===== config.mk =====
export PLATFORM = sky130hd
export DESIGN_NAME = mux_sel_sequencer_flat
export DESIGN_NICKNAME = d
export VERILOG_FILES = /design/src/rtl/mux_sel_sequencer_if.sv /design/src/rtl/mux_sel_sequencer.sv /design/src/flat_wrapper.sv
export SDC_FILE = /design/constraint.sdc
export NUM_CORES = 1
export LEC_CHECK = 0
export ABC_CLOCK_PERIOD_IN_PS = 4350
export BUFFER_PORTS_ARGS = -buffer_cell sky130_fd_sc_hd__buf_2
export CORE_UTILIZATION = 56
export DETAILED_ROUTE_END_ITERATION = 8
export PLACE_DENSITY = 0.82
export SLEW_MARGIN = 20
export SYNTH_ARGS = -nofsm -noshare
export SYNTH_HDL_FRONTEND = slang
export SYNTH_SLANG_ARGS = --single-unit

===== constraint.sdc =====
create_clock -name clk -period 4.35 [get_ports clk]
set_input_delay 0.6525 -clock clk [delete_from_list [all_inputs] [get_ports clk]]
set_output_delay 0.6525 -clock clk [all_outputs]
set_load 0.02 [all_outputs]

===== src/rtl/mux_sel_sequencer_if.sv =====
// Mux-facing bus of the select sequencer: data and select toward a 4:1 mux,
// and the mux output fed back.
interface mux_sel_sequencer_if;
    logic [3:0] a_out;
    logic [1:0] s_out;
    logic       mux_o;

    modport master (output a_out, output s_out, input mux_o);
    modport slave  (input a_out, input s_out, output mux_o);
endinterface


===== src/rtl/mux_sel_sequencer.sv =====
// Drives a 4:1 mux with a latched word, steps the select 0..3 with a
// programmable dwell, and rebuilds the word from the sampled mux output.
module mux_sel_sequencer #(
    parameter int DWELL_W = 4
) (
    input  logic               clk,
    input  logic               rst,
    input  logic               start,
    input  logic [3:0]         load_data,
    input  logic [DWELL_W-1:0] dwell,
    mux_sel_sequencer_if.master mux,
    output logic               busy,
    output logic               done,
    output logic [3:0]         word,
    output logic               word_valid
);

    localparam logic [DWELL_W-1:0] DW_ZERO = {DWELL_W{1'b0}};
    localparam logic [DWELL_W-1:0] DW_ONE  = {{(DWELL_W-1){1'b0}}, 1'b1};

    typedef enum logic [1:0] {
        ST_IDLE = 2'd0,
        ST_SCAN = 2'd1,
        ST_DONE = 2'd2
    } state_t;

    state_t             state_r, state_s;
    logic [3:0]         a_r, a_s;
    logic [1:0]         sel_r, sel_s;
    logic [DWELL_W-1:0] cnt_r, cnt_s;
    logic [DWELL_W-1:0] eff_r, eff_s;
    logic [3:0]         word_r, word_s;
    logic               wv_r, wv_s;
    logic               busy_r, busy_s;
    logic               done_r, done_s;

    // Next-state and next-output computation for the scan sequencer.
    always_comb begin
        state_s = state_r;
        a_s     = a_r;
        sel_s   = sel_r;
        cnt_s   = cnt_r;
        eff_s   = eff_r;
        word_s  = word_r;
        wv_s    = wv_r;
        busy_s  = busy_r;
        done_s  = 1'b0;
        case (state_r)
            ST_IDLE: begin
                if (start) begin
                    a_s     = load_data;
                    eff_s   = (dwell == DW_ZERO) ? DW_ONE : dwell;
                    sel_s   = 2'd0;
                    cnt_s   = DW_ZERO;
                    wv_s    = 1'b0;
                    busy_s  = 1'b1;
                    state_s = ST_SCAN;
                end else begin
                    state_s = ST_IDLE;
                end
            end
            ST_SCAN: begin
                // Last dwell cycle of this select: the mux output has settled.
                if (cnt_r == (eff_r - DW_ONE)) begin
                    word_s[sel_r] = mux.mux_o;
                    cnt_s         = DW_ZERO;
                    if (sel_r == 2'd3) begin
                        state_s = ST_DONE;
                        done_s  = 1'b1;
                        wv_s    = 1'b1;
                    end else begin
                        sel_s = sel_r + 2'd1;
                    end
                end else begin
                    cnt_s = cnt_r + DW_ONE;
                end
            end
            ST_DONE: begin
                busy_s  = 1'b0;
                state_s = ST_IDLE;
            end
            default: begin
                state_s = ST_IDLE;
            end
        endcase
    end

    // State and registered-output update.
    always_ff @(posedge clk or posedge rst) begin
        if (rst) begin
            state_r <= ST_IDLE;
            a_r     <= 4'd0;
            sel_r   <= 2'd0;
            cnt_r   <= DW_ZERO;
            eff_r   <= DW_ONE;
            word_r  <= 4'd0;
            wv_r    <= 1'b0;
            busy_r  <= 1'b0;
            done_r  <= 1'b0;
        end else begin
            state_r <= state_s;
            a_r     <= a_s;
            sel_r   <= sel_s;
            cnt_r   <= cnt_s;
            eff_r   <= eff_s;
            word_r  <= word_s;
            wv_r    <= wv_s;
            busy_r  <= busy_s;
            done_r  <= done_s;
        end
    end

    assign mux.a_out  = a_r;
    assign mux.s_out  = sel_r;
    assign busy       = busy_r;
    assign done       = done_r;
    assign word       = word_r;
    assign word_valid = wv_r;

endmodule


===== src/flat_wrapper.sv =====
// flat-port wrapper written by rule: the top's interface ports become plain ports
module mux_sel_sequencer_flat 
#(
    parameter int DWELL_W = 4
)
  (clk, rst, start, load_data, dwell, busy, done, word, word_valid, mux_a_out, mux_s_out, mux_mux_o);
  mux_sel_sequencer_if mux_i ();
  input  logic clk;
  input  logic rst;
  input  logic start;
  input  logic [3:0] load_data;
  input  logic [DWELL_W-1:0] dwell;
  output logic busy;
  output logic done;
  output logic [3:0] word;
  output logic word_valid;
  output wire logic [$bits(mux_i.a_out)-1:0] mux_a_out;
  output wire logic [$bits(mux_i.s_out)-1:0] mux_s_out;
  input wire logic [$bits(mux_i.mux_o)-1:0] mux_mux_o;
  assign mux_a_out = mux_i.a_out;
  assign mux_s_out = mux_i.s_out;
  assign mux_i.mux_o = mux_mux_o;
  mux_sel_sequencer #(.DWELL_W(DWELL_W)) u_core (.clk(clk), .rst(rst), .start(start), .load_data(load_data), .dwell(dwell), .mux(mux_i), .busy(busy), .done(done), .word(word), .word_valid(word_valid));
endmodule

After elaboration in Yosys (flattened, before gate mapping) --
Cells that the tools add are included. W data, S select, Z words.
Storage, ports and cells: bits in registers 23, bits in latches 0, memory bits (writable) 0, ROM bits 0, output and inout port bits 13, word-level logic and storage cells 58, memories 0
Operators by class: add/subtract/negate cells 3, multiply operators 0, div/mod/pow operators 0, $lt $le $gt $ge 2, eq/ne operators 8, shift operators 0, multiplexer cells 24, bitwise gates (word level) 0, reduce and logical (&&, ||, !) cells 12
Operators by type and width (count):
- $mux W4 | 3
- $mux W2 | 5
- $reduce_and A2 Y1 | 5
- $mux W1 | 9
- $pmux W2 S2 | 2
- $pmux W4 S2 | 1
- $reduce_and A4 Y1 | 2
- $add A4 B1 Y4 const B | 1
- $bwmux W4 | 1
- $eq A2 B2 Y1 const B | 2
- $eq A4 B4 Y1 | 1
- $logic_not A4 Y1 | 1
- $ne A2 B1 Y1 const B | 2
- $ne A2 B2 Y1 const B | 2
- $pmux W1 S2 | 2
- $reduce_bool A2 Y1 | 2
- $sub A4 B1 Y4 const B | 1
- $lt A2 B3 Y1 const B | 1
- $add A2 B1 Y2 const B | 1
- $demux W1 S2 | 1
- $eq A2 B1 Y1 const B | 1
- $ge A2 B1 Y1 const B | 1
- $logic_not A2 Y1 | 1
- $logic_and A1 B1 Y1 | 1

Logic depth before layout (Yosys ltp) --
depth in word-level cells 5, gate-level depth with buffers 8, gate-level depth less buffers 7

Least setup slack after synthesis --
Ideal clock, no wire load.
kind register to register, start point reg u_core.eff_r[0], end point reg u_core.word_r[2], in the netlist u_core.word[2], library setup time 0.125 ns, arrival time 1.810 ns, required time 4.225 ns, slack 2.415 ns, stages on the path, launching flop included 9, buffers on the path 1, clock period less this slack 1.935 ns, path through dfstp_2 -> inv_1 -> ha_1 -> xor2_1 -> nand2_1 -> and4bb_1 -> buf_4 -> nand2_2 -> mux2_4
On the way: longest elaborated chain between the ends 3
Ends and longest elaborated chain:
- from (decl) | line mux_sel_sequencer.sv:31 | logic [DWELL_W-1:0] eff_r, eff_s;
- from (signal assigned) | line mux_sel_sequencer.sv:105 | eff_r <= eff_s;
- $sub A4 B1 Y4 | line mux_sel_sequencer.sv:64 | if (cnt_r == (eff_r - DW_ONE)) begin
- $eq A4 B4 Y1 | line mux_sel_sequencer.sv:64
- $reduce_and A2 Y1 (no source line)
- to (signal assigned) | line mux_sel_sequencer.sv:106 | word_r <= word_s;
- to (decl) | line mux_sel_sequencer.sv:32 | logic [3:0] word_r, word_s;
No other way between the ends. A chain may end at the register's enable or synchronous reset.

Final worst setup path --
start point reg u_core.eff_r[0], end point reg u_core.word_r[1], in the netlist u_core.word[1]
Same word-level chain as after synthesis.

==> reports/results.ini <==
[critical_path]
cp_cell_sequence=inv_1 -> ha_1 -> xor2_1 -> nand2_1 -> and4bb_1 -> nand2_2 -> mux2_4
cpPeakStageDelay_ns=0.57
crit_type=reg2reg
arrival_ns=2.41
required_ns=4.56
slowest_stage=dfstp_2
worstSetupEndpointType=register
start_kind=register
crit_fanout=8

[placed_design]
hpwl_um=1550
io_buffer_count=24
placed_cells=145
gp_congestion=0.745
place_ws_ns=2.22

[clock_tree]
cts_made_buffers=3
cts-root-buf=clkbuf_4
clk_latency_ns=0.31
tritoncts=yes
cts_max_level=1
ctsHoldBuffers=0
postCtsSetupBuffers=0
cts_buffer_depth=2
post_cts_resized=0
clk_pin_slew_ns=0.13
cts_sinks=23

[power]
pwr-share-seq=0.383
power_frac_clock=0.098
p_per_area_mw_per_mm2=776
power.internal_uw=575
switching_share=0.430
leakage_uw=0.000646
combPwrFrac=0.519
switchingPower_uw=434
vdd_drop_max_mv=0.615

[outcome]
status=complete, no violations

[logic_synthesis]
yosysWarnings=0
synth_largest_area_cell=dfrtp_1
synth-xor-area-share=0.0600
synth-simple-area-share=0.126
synth_area_mm2=0.00113
synth.yosys.seq_area_share=0.512
syn_inst=97
synth_top_family_by_area=simple AND/OR/NAND/NOR gates
yosys-mux-area-fraction=0.110
syn_nets=115
synth_edf_count=0
ys.flop_type=dfrtp_1
postSynth.asyncResetShare=1.00
netlist_top_cells_area=dfrtp_1 (49%), mux2_1 (7.0%), ha_1 (6.7%)
synthMostInstantiatedCell=dfrtp_1
syn_avg_cell_area_um2=11.6
synth_top_area_frac=0.489
synth_common_cells=dfrtp_1 (22), mux2_1 (7), ha_1 (6), inv_1 (6), nor2_1 (6)
synth-adder-area-share=0.0667
synth_compound_area_frac=0.0922
synth.distinct_cells=31
synth-seq-cells=23

[drt]
viasPerCell=5.30
drt-initial-drc-count=15
drc=0
routed_wl_um=2040
num_vias=789
ant_nets=0
wl_per_cell_um=13.7
drt_first_pass_iters=4

[floorplanning]
fp.dieArea_mm2=0.00219
dieHeight_um=46.8
start_util=0.625
die_w_um=46.8
io_pins=25
coreArea_mm2=0.00180
rows=15

[grt]
grt_max_degree=24
grt_overflow=0
antenna_found_initial=0
grt_usage=0.226
grt_pass1_wl_um=3380
grt_pass1_vias=775

[timing]
setup_violations=0
worst_slew_pin_slew_ns=0.836
finalWorstSetupSlack_ns=2.15
max_freq_mhz=455
setup_tns_ns=0
maxSlewHeadroom=0.442
worst_hold_slack_ns=0.482
hold_viol=0
period_minus_slack_ns=2.20
period_share=0.505
fin_skew_ns=0.00792
slew_violations=0
rsz0062_at_grt=false

[flow_run]
cap_violations=0

[finish]
antenna_cells=0
drive_above_1_share=0.315
stdcell_count=149
area_growth_pct=15.4
nets=143

[min_path]
hold_path_class=in2async

## metal layers
metal  part of all wire  track usage  up-vias  wire, um
met2               0.50        0.364       19      1030
met5                  0            0        -         0
met3              0.038       0.0500        2        78
met4             0.0069       0.0914        0        14
met1               0.45        0.298      379       917
li1                   -            -      389         -
## final cells by class
type | instances | area (um2)
Fill cell | 141 | 502
Multi-Input combinational cell | 65 | 512
Clock buffer | 4 | 26.3
Sequential cell | 23 | 577
Inverter | 7 | 26.3
Timing Repair Buffer | 25 | 128
Tap cell | 25 | 31.3
## flip-flops by register name, summed over array words and instances (netlist names)
register and count:
u_core.cnt_r 4, u_core.eff_r 4, u_core.mux.a_out 4, u_core.word 4, u_core.mux.s_out 2, u_core.state_r 2
u_core.busy 1, u_core.done 1, u_core.word_valid 1
## cell usage in the layout, fill, tap and decap left out, drive strengths merged, types with 4 or more instances in the layout
master,count
buf,25
dfrtp,22
mux2,10
nand2,8
inv,7
nor2,6
ha,6
o21ai,6
a21oi,5
nor3,4
clkbuf,4
## worst max-delay path: cells and delay by family (launching register included)
kind | cells | cell delay, ns
DFF | 1 | 0.57
muxes | 1 | 0.30
xor gates and xnor gates | 1 | 0.20
buffers and inverters | 1 | 0.06
adders and majority gates | 1 | 0.29
and+or+nand+nor | 3 | 0.69
## stage by stage
stage	total power, uW	utilization	area, um2
CTS	1010	0.722	1300
detailed placement	911	0.707	1270
global route	1090	0.722	1300
global placement	884	0.707	1270
finish	1010	0.722	1300
floorplan	780	-	1130
## power groups by stage
stage	clock [uW]	combinational [uW]	sequential, uW
floorplan	0	338	443
global placement	0	498	385
detailed placement	0	521	390
CTS	103	526	386
global route	111	577	399
finish	99.3	523	386
## path summary, 6_finish.rpt
path / from / end / slack (ns) / depth (start not counted)
min: rst / u_core.mux.s_out[1]$_DFFE_PP0P_ / 0.48 / 2
max: u_core.eff_r[0]$_DFFE_PP1P_ / u_core.word[1]$_DFFE_PP0P_ / 2.15 / 7
max reg2reg: u_core.eff_r[0]$_DFFE_PP1P_ / u_core.word[1]$_DFFE_PP0P_ / 2.15 / 7
min reg2reg: u_core.mux.a_out[1]$_DFFE_PP0P_ / u_core.mux.a_out[1]$_DFFE_PP0P_ / 0.49 / 1
min in group clk: u_core.mux.a_out[1]$_DFFE_PP0P_ / u_core.mux.a_out[1]$_DFFE_PP0P_ / 0.49 / 1
max in group asynchronous: rst / u_core.cnt_r[1]$_DFFE_PP0P_ / 3.35 / 2
## kinds of logic (layout without fill, tap and decap cells)
family | after synthesis | in the layout
compound gates | 17 | 17
simple gates | 26 | 26
flops | 23 | 23
mux | 10 | 10
xor+xnor | 6 | 6
buf+inv | 9 | 36
fa+ha+maj | 6 | 6
No activity file was read; power rests on OpenSTA's default activity.
